[src/rtl/paddle_ctrl_pkg.sv]
// Shared Pong definitions: screen geometry, direction and paddle FSM encodings.
package paddle_ctrl_pkg;

   localparam int unsigned Y_MAX    = 480;
   localparam int unsigned PADDLE_H = 64;
   localparam int unsigned PADDLE_W = 8;
   localparam int unsigned Y_W      = 10;

   typedef enum logic [1:0] {
      DIR_NONE = 2'd0,
      DIR_UP   = 2'd1,
      DIR_DOWN = 2'd2
   } dir_e;

   typedef enum logic [1:0] {
      ST_IDLE   = 2'd0,
      ST_HOLD   = 2'd1,
      ST_REPEAT = 2'd2
   } paddle_state_e;

   // Both buttons (or neither) resolve to no motion.
   function automatic dir_e decode_dir(input logic up, input logic down);
      if (up && !down) begin
         return DIR_UP;
      end else if (down && !up) begin
         return DIR_DOWN;
      end
      return DIR_NONE;
   endfunction

endpackage

[src/rtl/paddle_ctrl_step_clamp.sv]
// Combinational one-step move of a Y coordinate, clamped to [0, limit_i].
module step_clamp
   import paddle_ctrl_pkg::*;
(
   input  logic [Y_W-1:0] y_i,
   input  dir_e           dir_i,
   input  logic [Y_W-1:0] step_i,
   input  logic [Y_W-1:0] limit_i,
   output logic [Y_W-1:0] y_o
);

   logic [Y_W:0] y_w;
   logic [Y_W:0] step_w;
   logic [Y_W:0] lim_w;
   logic [Y_W:0] sum_w;

   // Widen by one bit so neither the add nor the subtract can wrap.
   always_comb begin
      y_w    = (Y_W+1)'(y_i);
      step_w = (Y_W+1)'(step_i);
      lim_w  = (Y_W+1)'(limit_i);
      sum_w  = y_w + step_w;
      y_o    = y_i;
      case (dir_i)
         DIR_UP:   y_o = (y_w < step_w) ? '0 : Y_W'(y_w - step_w);
         DIR_DOWN: y_o = (sum_w > lim_w) ? limit_i : Y_W'(sum_w);
         default:  y_o = y_i;
      endcase
   end

endmodule

[src/rtl/paddle_ctrl.sv]
// Paddle position controller: immediate step on press, auto-repeat after a hold delay.
module paddle_ctrl
   import paddle_ctrl_pkg::*;
#(
   parameter int unsigned Y_INIT        = 208,
   parameter int unsigned STEP          = 8,
   parameter int unsigned HOLD_DELAY    = 15000000,
   parameter int unsigned REPEAT_PERIOD = 1000000
) (
   input  logic           CLOCK_50,
   input  logic           reset_n,
   input  logic           en,
   input  logic           btn_up,
   input  logic           btn_down,
   output logic [Y_W-1:0] paddle_y,
   output logic           moved,
   output logic           at_top,
   output logic           at_bottom
);

   localparam int unsigned CNT_MAX = (HOLD_DELAY > REPEAT_PERIOD) ? HOLD_DELAY : REPEAT_PERIOD;
   localparam int unsigned CNT_W   = (CNT_MAX > 1) ? $clog2(CNT_MAX) : 1;

   localparam logic [CNT_W-1:0] HOLD_LAST   = CNT_W'(HOLD_DELAY - 1);
   localparam logic [CNT_W-1:0] REPEAT_LAST = CNT_W'(REPEAT_PERIOD - 1);
   localparam logic [Y_W-1:0]   Y_LIMIT     = Y_W'(Y_MAX - PADDLE_H);
   localparam logic [Y_W-1:0]   Y_RESET     = Y_W'(Y_INIT);
   localparam logic [Y_W-1:0]   STEP_V      = Y_W'(STEP);

   paddle_state_e    state_q, state_d;
   logic [CNT_W-1:0] cnt_q, cnt_d;
   dir_e             dir_q, dir_d;
   logic [Y_W-1:0]   y_q, y_d;
   logic             moved_q, moved_d;
   logic             at_top_q, at_bottom_q;
   dir_e             dir_c;
   logic             step_en_c;
   logic [CNT_W-1:0] last_c;
   logic [Y_W-1:0]   y_step_c;

   assign dir_c = decode_dir(btn_up, btn_down);

   step_clamp u_step_clamp (
      .y_i     (y_q),
      .dir_i   (dir_c),
      .step_i  (STEP_V),
      .limit_i (Y_LIMIT),
      .y_o     (y_step_c)
   );

   // FSM next state, counter and step decision.
   always_comb begin
      state_d   = state_q;
      cnt_d     = cnt_q;
      step_en_c = 1'b0;
      last_c    = (state_q == ST_HOLD) ? HOLD_LAST : REPEAT_LAST;
      if (!en) begin
         state_d = ST_IDLE;
         cnt_d   = '0;
      end else begin
         case (state_q)
            ST_IDLE: begin
               if (dir_c != DIR_NONE) begin
                  step_en_c = 1'b1;
                  cnt_d     = '0;
                  state_d   = ST_HOLD;
               end
            end
            ST_HOLD, ST_REPEAT: begin
               if (dir_c == DIR_NONE) begin
                  state_d = ST_IDLE;
                  cnt_d   = '0;
               end else if (dir_c != dir_q) begin
                  step_en_c = 1'b1;
                  cnt_d     = '0;
                  state_d   = ST_HOLD;
               end else if (cnt_q == last_c) begin
                  step_en_c = 1'b1;
                  cnt_d     = '0;
                  state_d   = ST_REPEAT;
               end else begin
                  cnt_d = CNT_W'(cnt_q + 1'b1);
               end
            end
            default: begin
               state_d = ST_IDLE;
               cnt_d   = '0;
            end
         endcase
      end
      dir_d   = en ? dir_c : DIR_NONE;
      y_d     = step_en_c ? y_step_c : y_q;
      moved_d = (y_d != y_q);
   end

   // State, counter, position and status registers.
   always_ff @(posedge CLOCK_50 or negedge reset_n) begin
      if (!reset_n) begin
         state_q     <= ST_IDLE;
         cnt_q       <= '0;
         dir_q       <= DIR_NONE;
         y_q         <= Y_RESET;
         moved_q     <= 1'b0;
         at_top_q    <= (Y_RESET == '0);
         at_bottom_q <= (Y_RESET == Y_LIMIT);
      end else begin
         state_q     <= state_d;
         cnt_q       <= cnt_d;
         dir_q       <= dir_d;
         y_q         <= y_d;
         moved_q     <= moved_d;
         at_top_q    <= (y_d == '0);
         at_bottom_q <= (y_d == Y_LIMIT);
      end
   end

   assign paddle_y  = y_q;
   assign moved     = moved_q;
   assign at_top    = at_top_q;
   assign at_bottom = at_bottom_q;

endmodule
[config.mk]
export PLATFORM = sky130hd
export DESIGN_NAME = paddle_ctrl
export DESIGN_NICKNAME = d
export VERILOG_FILES = /design/src/rtl/paddle_ctrl_pkg.sv /design/src/rtl/paddle_ctrl_step_clamp.sv /design/src/rtl/paddle_ctrl.sv
export SDC_FILE = /design/constraint.sdc
export NUM_CORES = 1
export LEC_CHECK = 0
export BUFFER_PORTS_ARGS = -buffer_cell sky130_fd_sc_hd__buf_2
export CAP_MARGIN = 10
export CORE_MARGIN = 8
export CORE_UTILIZATION = 65
export DETAILED_ROUTE_END_ITERATION = 16
export GPL_TIMING_DRIVEN = 0
export PLACE_DENSITY = 0.85
export SETUP_SLACK_MARGIN = 0.1
export SYNTH_ARGS = -nofsm -noshare
export SYNTH_HDL_FRONTEND = slang
export SYNTH_SLANG_ARGS = --single-unit
[constraint.sdc]
create_clock -name CLOCK_50 -period 3.7 [get_ports CLOCK_50]
set_clock_uncertainty 0.05 [all_clocks]
set_input_delay 0.185 -clock CLOCK_50 [delete_from_list [all_inputs] [get_ports CLOCK_50]]
set_output_delay 0.185 -clock CLOCK_50 [all_outputs]
set_load 0.005 [all_outputs]
==> results.toml <==
[sta]
hold_viol = 0
worst_slack_ns = 0.7620
tns_ns = 0
report.final.slew_viol_count = 0
rsz0062_at_grt = "no"
hold_slack_ns = 0.1212
tightest_slew_ns = 0.9082
post-route-min-period_ns = 2.938
fin_crit_sh = 0.7941
setup_violations = 0
max_freq_mhz = 340.4
relSlewSlack = 0.3945

[synth]
syn_nets = 358
synth_area_um2 = 2872
synth.distinct_cells = 64
synth_warnings = 0
yosys.area.top_type_share = 0.3312
synth_seq_cells = 41
synth_area_leaders = "dfrtp_1 (33%), o21ai_0 (4.9%), nand2_1 (4.3%), nor2_1 (4.2%), ha_1 (3.5%)"
synth_edf_count = 0
synth_common_cells = "dfrtp_1 (38), nand2_1 (33), nor2_1 (32)"
synth_ff_type = "dfrtp_1"
post-synth-top-count-cell = "dfrtp_1"
ys_seq_area_frac = 0.3586
synth_area_leader_cell = "dfrtp_1"
synth_cells = 345
syn_avg_cell_area_um2 = 8.323
async_reset_ff_frac = 1.000

[clocking]
cts.sinks = 41
cts_tree = "yes"
path_clk_slew_ns = 0.08
htreeDepth = 2
root_buffer = "clkbuf_8"
cts_resized = 0
clockBufferDepth = 2
cts_setup_buffers = 0
postCtsHoldBufs = 1
worstSkewPairLatency_ns = 0.30
numCtsBuffers = 5

[min_path]
hold-path-endpoint = "dir_q[1]$_DFF_PN0_"
hold_class = "in2reg"
min_from = "en"
hold_path_depth = 2

[route]
drtIter0Drc = 309
met1_length_um = 3141
vias = 2777
wl_met3_um = 632
drc = 0
ant_nets = 0
drt_wl_total_um = 7004
wl_per_cell_um = 16.56
highest_layer = "met4"
firstDrtPassIters = 4
viasPerCell = 6.565
wl_met2_um = 3158

[placement]
dp_cells = 414
portBuffers = 17
gp_congestion = 0.9840
place_area_um2 = 3022
place_hpwl_um = 5006
dp_slack_ns = 0.8682

[critical_path]
reg2reg_to = "at_bottom$_DFF_PN0_"
critical_path.endpoint_type = "flip-flop"
startpoint = "paddle_y[3]$_DFF_PN0_"
reg2reg_slack_ns = 0.76
path_class = "reg2reg"
crit_path_max_fanout = 10
worst-endpoint-required_ns = 3.85
cp-start-kind = "flip-flop"
regToRegStartpoint = "paddle_y[3]$_DFF_PN0_"
worst_r2r_path_depth = 10
crit_arrival_ns = 3.09

[layout]
drive_gt1_frac = 0.1267
fillers = 344
nets = 383
multi_input_comb_area_um2 = 1707
areaGrowthSynthToFinish_pct = 9.238
fin_cells = 423
n_antenna_cell = 0
fin_area_um2 = 3137
seq_area_um2 = 1030

[status]
status = "finished clean"

[die]
dieArea_um2 = 6800
pin_count = 18
core-area_um2 = 4294
rows = 24
die_w_um = 82.47
initial_utilization = 0.6687
fp.dieH_um = 82.47

[grt]
antenna_found_initial = 0
grt_pass1_wl_um = 11890
grt_max_degree = 42
grt_overflow_total = 0
track_usage = 0.2215
grt_pass1_vias = 2537

[pwr]
swShare = 0.4245
p_leak_nw = 1.294
seq_power_share = 0.340
clockPowerShare = 0.196
netSwitchingPower_mw = 0.7296
power.density_nw_per_um2 = 548.0
share_comb_of_total_power = 0.463
p_int_mw = 0.9893
vdd_ir_drop_max_mv = 0.3209

[job]
drv_cap = 0
==> per-stage QoR <==
stage | util | power, mW
finish | 0.7305 | 1.719
global route | 0.7305 | 1.831
CTS | 0.7305 | 1.704
detailed placement | 0.7037 | 1.362
global placement | 0.7037 | 1.344
floorplan | - | 1.146
==> logic make-up (layout without fill, tap and decap cells) <==
group | Yosys count | in the layout | synth area share
flip-flops | 41 | 41 | 0.3586
XOR/XNOR | 15 | 15 | 0.04575
AND/OR/NAND/NOR | 153 | 153 | 0.2919
adder cells (fa/ha/maj) | 8 | 8 | 0.03486
AO/OA/AOI/OAI | 95 | 95 | 0.2218
buffers and inverters | 33 | 59 | 0.04706
==> worst max-delay path, cell delays in order (launching register included) <==
cell      delay, ns
dfrtp_1        0.44
clkbuf_1       0.26
inv_1          0.16
ha_1           0.22
nor3b_1        0.47
o311ai_0       0.28
a21oi_1        0.19
a21oi_1        0.06
o22ai_1        0.35
nand2_1        0.12
nor4b_2        0.24
==> final cells by class <==
class                      instances  share of cell area
sequential                        41              0.3283
multi-input combinational        271              0.5441
clock buffer                       7             0.03071
inverter                          14             0.01675
clock inverter                     1            0.002792
timing repair buffer              18             0.03032
tap                               52             0.02074
buffer                            19             0.02633
==> layout by cell type, fill, tap and decap left out, types with 3 or more instances in the layout <==
cell type   n
nand4b_1    4
nor2_1     32
nand2b_1    6
o41ai_1     4
and3_1     11
nand4_1     8
buf_2      23
and2_1      9
or3_1       4
dfstp_2     3
ha_1        8
nor4_1      4
dfrtp_1    38
nand2_1    33
xnor2_1     9
nor3_1      3
clkbuf_8    7
o31a_1      3
o31ai_1     5
o21ai_1     4
xor2_1      6
nor2b_1     5
a31oi_1     5
a21oi_1    14
inv_1      13
nand3_1    18
nor4b_2     3
o21a_1      3
o21ai_0    28
clkbuf_1   11
==> power by group through the flow <==
stage	clock network (mW)	logic, mW	registers, mW
2_1_floorplan	0	0.573	0.572
3_3_place_gp	0	0.757	0.587
3_5_place_dp	0	0.772	0.590
4_1_cts	0.344	0.779	0.582
5_1_grt	0.360	0.875	0.596
6_report	0.337	0.797	0.585
==> per-layer routing <==
layer | global-route usage | vias to the layer above
li1 | - | 1314
met1 | 0.3122 | 1317
met2 | 0.3399 | 136
met3 | 0.04004 | 10
met4 | 0.05965 | 0
met5 | 0 | -
==> flip-flops by register name, summed over array words and instances, names as in the netlist <==
| name | flops |
|---|---|
| at_bottom | 1 |
| at_top | 1 |
| cnt_q | 24 |
| dir_q | 2 |
| moved | 1 |
| paddle_y | 10 |
| state_q | 2 |
==> how the worst max path moves through the flow <==
stage | endpoint | slack (ns)
floorplan | at_bottom$_DFF_PN0_ | 1.25
global placement | at_bottom$_DFF_PN0_ | 0.90
detailed placement | at_bottom$_DFF_PN0_ | 0.87
CTS | at_bottom$_DFF_PN0_ | 0.85
global route | at_bottom$_DFF_PN0_ | 0.44
finish | at_bottom$_DFF_PN0_ | 0.76
(Power assumes the default switching activity.)
